## src/rtl/match_ctrl_pkg.sv

```systemverilog
// Shared definitions for the pong match controller: state encodings,
// winner codes, score width and the saturating score helper.
package match_ctrl_pkg;

  localparam int SCORE_W = 4;
  localparam int CNT_W   = 4;

  typedef logic [SCORE_W-1:0] score_t;
  typedef logic [CNT_W-1:0]   tick_cnt_t;

  typedef enum logic [2:0] {
    ST_IDLE  = 3'd0,
    ST_SERVE = 3'd1,
    ST_PLAY  = 3'd2,
    ST_POINT = 3'd3,
    ST_OVER  = 3'd4
  } state_t;

  localparam logic [1:0] WINNER_NONE = 2'b00;
  localparam logic [1:0] WINNER_P1   = 2'b01;
  localparam logic [1:0] WINNER_P2   = 2'b10;

  // Scores stop at the match limit instead of wrapping.
  function automatic score_t score_inc(input score_t s, input score_t limit);
    score_inc = (s < limit) ? s + score_t'(1) : s;
  endfunction

  function automatic logic [1:0] winner_code(input score_t s1, input score_t s2,
                                             input score_t limit);
    if (s1 == limit)
      winner_code = WINNER_P1;
    else if (s2 == limit)
      winner_code = WINNER_P2;
    else
      winner_code = WINNER_NONE;
  endfunction

endpackage

```

## src/rtl/match_ctrl_if.sv

```systemverilog
// Game-side signal bundle of the match controller; the slave modport is
// the controller, the master modport is whatever feeds it.
interface match_ctrl_if;
  import match_ctrl_pkg::*;

  logic       tick;
  logic       start_n;
  logic       dir_rand;
  logic       miss_l;
  logic       miss_r;
  logic       run;
  logic       serve;
  logic       serve_dir;
  score_t     score1;
  score_t     score2;
  logic [1:0] winner;
  logic [2:0] state;

  modport master (
    output tick, start_n, dir_rand, miss_l, miss_r,
    input  run, serve, serve_dir, score1, score2, winner, state
  );

  modport slave (
    input  tick, start_n, dir_rand, miss_l, miss_r,
    output run, serve, serve_dir, score1, score2, winner, state
  );

endinterface

```

## src/rtl/key_edge.sv

```systemverilog
// Two-flop synchronizer plus falling-edge detector for an active-low key.
// A press only counts after a released level has been seen since reset.
module key_edge (
  input  logic clk,
  input  logic rst_n,
  input  logic key_n,
  output logic fall
);

  logic       meta_reg;
  logic       sync_reg;
  logic       prev_reg;
  logic [1:0] fill_reg;
  logic       armed_reg;

  // fill_reg tracks when sync_reg holds a real post-reset sample; the
  // forced-high reset values must not be mistaken for a release.
  always_ff @(posedge clk) begin
    if (!rst_n) begin
      meta_reg  <= 1'b1;
      sync_reg  <= 1'b1;
      prev_reg  <= 1'b1;
      fill_reg  <= 2'b00;
      armed_reg <= 1'b0;
    end else begin
      meta_reg  <= key_n;
      sync_reg  <= meta_reg;
      prev_reg  <= sync_reg;
      fill_reg  <= {fill_reg[0], 1'b1};
      armed_reg <= armed_reg | (fill_reg[1] & sync_reg);
    end
  end

  assign fall = armed_reg & prev_reg & ~sync_reg;

endmodule

```

## src/rtl/match_ctrl.sv

```systemverilog
// Pong match sequencer: IDLE -> SERVE -> PLAY -> POINT -> (SERVE | OVER),
// keeping score and choosing the serve direction.
module match_ctrl
  import match_ctrl_pkg::*;
#(
  parameter int WIN_POINTS  = 9,
  parameter int POINT_HOLD  = 2,
  parameter int SERVE_DELAY = 1
) (
  input  logic         CLOCK_50,
  input  logic         rst_n,
  match_ctrl_if.slave  bus
);

  localparam score_t    WIN_SCORE  = score_t'(WIN_POINTS);
  localparam tick_cnt_t SERVE_LAST = tick_cnt_t'(SERVE_DELAY - 1);
  localparam tick_cnt_t POINT_LAST = tick_cnt_t'(POINT_HOLD - 1);

  logic       start_evt;

  state_t     state_reg;
  tick_cnt_t  tick_cnt_reg;
  logic       run_reg;
  logic       serve_reg;
  logic       serve_dir_reg;
  score_t     score1_reg;
  score_t     score2_reg;
  logic [1:0] winner_reg;

  key_edge u_start_key (
    .clk   (CLOCK_50),
    .rst_n (rst_n),
    .key_n (bus.start_n),
    .fall  (start_evt)
  );

  always_ff @(posedge CLOCK_50) begin
    if (!rst_n) begin
      state_reg     <= ST_IDLE;
      tick_cnt_reg  <= '0;
      run_reg       <= 1'b0;
      serve_reg     <= 1'b0;
      serve_dir_reg <= 1'b0;
      score1_reg    <= '0;
      score2_reg    <= '0;
      winner_reg    <= WINNER_NONE;
    end else begin
      serve_reg <= 1'b0;
      case (state_reg)
        ST_IDLE, ST_OVER: begin
          if (start_evt) begin
            state_reg     <= ST_SERVE;
            tick_cnt_reg  <= '0;
            score1_reg    <= '0;
            score2_reg    <= '0;
            winner_reg    <= WINNER_NONE;
            serve_dir_reg <= bus.dir_rand;
            run_reg       <= 1'b0;
          end
        end

        // Misses are deliberately not looked at here, including on the
        // release cycle itself.
        ST_SERVE: begin
          if (bus.tick) begin
            if (tick_cnt_reg == SERVE_LAST) begin
              state_reg    <= ST_PLAY;
              tick_cnt_reg <= '0;
              serve_reg    <= 1'b1;
              run_reg      <= 1'b1;
            end else begin
              tick_cnt_reg <= tick_cnt_reg + tick_cnt_t'(1);
            end
          end
        end

        // The loser of a point receives the next serve; a double miss is a let.
        ST_PLAY: begin
          if (bus.miss_l || bus.miss_r) begin
            state_reg    <= ST_POINT;
            tick_cnt_reg <= '0;
            run_reg      <= 1'b0;
            if (bus.miss_l && bus.miss_r) begin
              serve_dir_reg <= bus.dir_rand;
            end else if (bus.miss_r) begin
              score1_reg    <= score_inc(score1_reg, WIN_SCORE);
              serve_dir_reg <= 1'b1;
            end else begin
              score2_reg    <= score_inc(score2_reg, WIN_SCORE);
              serve_dir_reg <= 1'b0;
            end
          end
        end

        ST_POINT: begin
          if (bus.tick) begin
            if (tick_cnt_reg == POINT_LAST) begin
              tick_cnt_reg <= '0;
              if (score1_reg == WIN_SCORE || score2_reg == WIN_SCORE) begin
                state_reg  <= ST_OVER;
                winner_reg <= winner_code(score1_reg, score2_reg, WIN_SCORE);
              end else begin
                state_reg <= ST_SERVE;
              end
            end else begin
              tick_cnt_reg <= tick_cnt_reg + tick_cnt_t'(1);
            end
          end
        end

        default: begin
          state_reg    <= ST_IDLE;
          tick_cnt_reg <= '0;
          run_reg      <= 1'b0;
        end
      endcase
    end
  end

  assign bus.run       = run_reg;
  assign bus.serve     = serve_reg;
  assign bus.serve_dir = serve_dir_reg;
  assign bus.score1    = score1_reg;
  assign bus.score2    = score2_reg;
  assign bus.winner    = winner_reg;
  assign bus.state     = state_reg;

endmodule

```

## src/flat_wrapper.sv

```systemverilog
// flat-port wrapper written by rule: the top's interface ports become plain ports
module match_ctrl_flat import match_ctrl_pkg::*;
#(
  parameter int WIN_POINTS  = 9,
  parameter int POINT_HOLD  = 2,
  parameter int SERVE_DELAY = 1
)
  (CLOCK_50, rst_n, bus_tick, bus_start_n, bus_dir_rand, bus_miss_l, bus_miss_r, bus_run, bus_serve, bus_serve_dir, bus_score1, bus_score2, bus_winner, bus_state);
  match_ctrl_if bus_i ();
  input  logic CLOCK_50;
  input  logic rst_n;
  input wire logic [$bits(bus_i.tick)-1:0] bus_tick;
  input wire logic [$bits(bus_i.start_n)-1:0] bus_start_n;
  input wire logic [$bits(bus_i.dir_rand)-1:0] bus_dir_rand;
  input wire logic [$bits(bus_i.miss_l)-1:0] bus_miss_l;
  input wire logic [$bits(bus_i.miss_r)-1:0] bus_miss_r;
  output wire logic [$bits(bus_i.run)-1:0] bus_run;
  output wire logic [$bits(bus_i.serve)-1:0] bus_serve;
  output wire logic [$bits(bus_i.serve_dir)-1:0] bus_serve_dir;
  output wire logic [$bits(bus_i.score1)-1:0] bus_score1;
  output wire logic [$bits(bus_i.score2)-1:0] bus_score2;
  output wire logic [$bits(bus_i.winner)-1:0] bus_winner;
  output wire logic [$bits(bus_i.state)-1:0] bus_state;
  assign bus_i.tick = bus_tick;
  assign bus_i.start_n = bus_start_n;
  assign bus_i.dir_rand = bus_dir_rand;
  assign bus_i.miss_l = bus_miss_l;
  assign bus_i.miss_r = bus_miss_r;
  assign bus_run = bus_i.run;
  assign bus_serve = bus_i.serve;
  assign bus_serve_dir = bus_i.serve_dir;
  assign bus_score1 = bus_i.score1;
  assign bus_score2 = bus_i.score2;
  assign bus_winner = bus_i.winner;
  assign bus_state = bus_i.state;
  match_ctrl #(.WIN_POINTS(WIN_POINTS), .POINT_HOLD(POINT_HOLD), .SERVE_DELAY(SERVE_DELAY)) u_core (.CLOCK_50(CLOCK_50), .rst_n(rst_n), .bus(bus_i));
endmodule
```

## config.mk

```make
export PLATFORM = sky130hd
export DESIGN_NAME = match_ctrl_flat
export DESIGN_NICKNAME = d
export VERILOG_FILES = /design/src/rtl/match_ctrl_pkg.sv /design/src/rtl/match_ctrl_if.sv /design/src/rtl/key_edge.sv /design/src/rtl/match_ctrl.sv /design/src/flat_wrapper.sv
export SDC_FILE = /design/constraint.sdc
export NUM_CORES = 1
export LEC_CHECK = 0
export ABC_AREA = 1
export BUFFER_PORTS_ARGS = -buffer_cell sky130_fd_sc_hd__buf_2
export CORE_ASPECT_RATIO = 0.7
export CORE_MARGIN = 8
export CORE_UTILIZATION = 50
export DETAILED_ROUTE_END_ITERATION = 7
export PLACE_DENSITY = 0.74
export SLEW_MARGIN = 20
export SYNTH_ARGS = -nofsm -noshare
export SYNTH_HDL_FRONTEND = slang
export SYNTH_SLANG_ARGS = --single-unit
```

## constraint.sdc

```tcl
create_clock -name CLOCK_50 -period 1.3 [get_ports CLOCK_50]
set_clock_uncertainty 0.2 [all_clocks]
set_input_delay 0.195 -clock CLOCK_50 [delete_from_list [all_inputs] [get_ports CLOCK_50]]
set_output_delay 0.195 -clock CLOCK_50 [all_outputs]
set_load 0.05 [all_outputs]
```

==> flow_summary.toml <==
[synth]
synth.area.top_cells = "dfxtp_1 34%, nand2_1 12%, ha_1 8.2%"
synth_cell_types = 25
syn_inst = 224
synth_top_area_cell = "dfxtp_1"
syn-num-nets = 241
ys_ff_latch = 26
ys_warn_count = 0
yosysSeqAreaShare_pct = 34.1
syn_area_um2 = 1530
yosysTopAreaCellShare_pct = 34.1
avgSynthCellArea_um2 = 6.81

[timing]
hold_viol = 0
finalSetupViolCount = 27
slew_headroom_pct = 72.2
rsz0062_at_grt = "true"
finalWorstSetupSlack_ns = -0.412
fin_crit_ns = 1.71
fin_crit_sh_pct = 132
worst_pin_slew_ns = 0.417
max_freq_mhz = 584
setup_tns_ns = -6.23
finalMaxSlewViolations = 0

[place]
post-place-ws_ns = -0.227
gp_congestion = 0.867
placed_cell_area_um2 = 2010
port_buffers = 22
hpwl_mm = 3.06

[run_status]
status = "finished with violations"
violations = "design-rule violations, negative setup slack"

[clock_tree]
clk_pin_slew_ns = 0.11
htree_levels = 1
clockBufferDepth = 2
cts_num_sinks = 26
worstSkewPairLatency_ns = 0.30
numCtsBuffers = 3
root_buffer = "clkbuf_8"
cts_tree = "built"

[global_route]
antenna_found_initial = 0
grt_pass1_vias = 1634
track_usage_pct = 19.6
grt_max_degree = 16
overflow = 0
grt_pass1_wl_mm = 7.94

[routing]
num_vias = 2093
ant_nets = 0
drt-total-wl_mm = 7.51
viasPerCell = 6.23
first_pass_iters = 8
drtIter0Drc = 264
routedWlPerCell_um = 22.3
drc = 1

[die]
die-area_um2 = 5110
dieWidth_um = 82.0
num_rows = 16
top_level_ports = 23
initial_core_util_pct = 53.7
core_um2 = 2840
die_h_um = 62.2

[layout]
antenna_cells = 0
fin_area_um2 = 2710
fillers = 74
layout_common_cells = "40 x buf_4, 33 x nand2_1, 23 x nor2_1"
synthToLayoutAreaGrowth_pct = 77.3
layout_commonest_cell = "buf_4"
drive_gt1_share_pct = 60.3
layout.nets = 318

[hold_path]
worstHoldPathCells = 2
hp-start = "rst_n"
worst_hold_path_type = "input pin to register"
hold_path_end = "u_core.u_start_key.fill_reg[0]"

[critical_path]
cp-startpoint = "u_core.bus.state[2]"
slowest_stage = "dfxtp_4"
path_buf_inv = 3
cp-end-kind = "register"
reg2reg_slack_ns = -0.41
reg2reg_to = "u_core.bus.winner[1]"
arrival_ns = 1.75
critPathTopFamily = "simple AND/OR/NAND/NOR gates"
required_ns = 1.34
cp_cell_sequence = "inv_4, nand2_4, nor2_4, buf_6, inv_2, o211ai_1, nand2_1, nor2_1"
path_class = "register to register"
regToRegStartpoint = "u_core.bus.state[2]"
worstPathMaxFanout = 4
max_stage_delay_ns = 0.38
crit_path_start_kind = "register"
ff2ff_path_depth = 8

[power_and_ir_drop]
power_density_nw_per_um2 = 2450
p_leak_nw = 1.21
ir_drop_v = 0.00173
p_total_mw = 6.63

[job]
maxCapViolations = 0
==> synthesized netlist by cell type (all sizes together) <==
| library cell | count |
|---|---|
| nand3 | 24 |
| buf | 2 |
| or2 | 2 |
| clkbuf | 1 |
| o211ai | 1 |
| nor3 | 1 |
| inv | 35 |
| a21oi | 19 |
| o21ai | 12 |
| nor4 | 1 |
| nand4 | 1 |
| xnor2 | 2 |
| nand2 | 53 |
| nor2 | 34 |
| ha | 10 |
| dfxtp | 26 |
==> worst max-delay path by stage <==
stage,to,slack [ns],cells after the start
detailed placement,u_core.bus.state[2],-0.23,9
finish,u_core.bus.winner[1],-0.41,8
CTS,u_core.bus.score1[3],-0.19,9
global route,u_core.bus.winner[1],-0.49,8
floorplan,u_core.bus.score1[3],-0.18,8
global placement,u_core.bus.state[2],-0.20,9
==> logic make-up (layout without fill, tap and decap cells) <==
group	count (synthesis)	in the layout	share of synthesized area (%)
XOR/XNOR	2	2	1.15
adder cells (fa/ha/maj)	10	10	8.20
AO/OA/AOI/OAI	32	32	10.7
flip-flops	26	26	34.1
AND/OR/NAND/NOR	116	116	36.0
buffers and inverters	38	114	9.92
==> timing repair <==
action / in CTS / in global routing
endpoints found under the setup margin: 32 / 33
hold buffers: 1 / 0
hold endpoints to repair: 1 / 0
setup buffers: 9 / 7
resized for setup: 69 / 62
gates cloned: 0 / 1
pin swaps: 18 / 36
==> power by group <==
| part | switching [mW] | internal [mW] | total [mW] | leakage (nW) |
|---|---|---|---|---|
| sequential | 0.264 | 1.02 | 1.29 | 0.221 |
| combinational | 2.71 | 1.92 | 4.63 | 0.951 |
| clock | 0.300 | 0.413 | 0.713 | 0.0357 |
| total | 3.28 | 3.36 | 6.63 | 1.21 |
==> layout make-up <==
| cell class | count | area, um^2 | share of cell area (%) |
|---|---|---|---|
| multi-input cells | 160 | 1200 | 44.3 |
| repair buffers | 75 | 679 | 25.1 |
| flip-flops and latches | 26 | 559 | 20.7 |
| inverters | 35 | 151 | 5.59 |
| well taps | 36 | 45.0 | 1.66 |
| clock buffers | 3 | 41.3 | 1.53 |
| clock inverters | 1 | 30.0 | 1.11 |
==> stage by stage <==
| stage | std cells | hold slack [ns] | util, % |
|---|---|---|---|
| final | 336 | 0.0838 | 95.2 |
| after global routing | 336 | 0.0739 | 95.2 |
| after CTS | 328 | 0.0613 | 84.2 |
| after detailed placement | 314 | 0.188 | 70.7 |
| after global placement | 314 | 0.180 | 70.7 |
| after floorplan | 224 | 0.0227 | - |
==> layer usage <==
layer,part of all wire [%],GRT usage (%)
met4,4.5,7.42
met5,0,0
met1,38,26.3
met2,46,28.6
met3,12,5.60
Note: power is estimated with default switching activity, not from simulation.
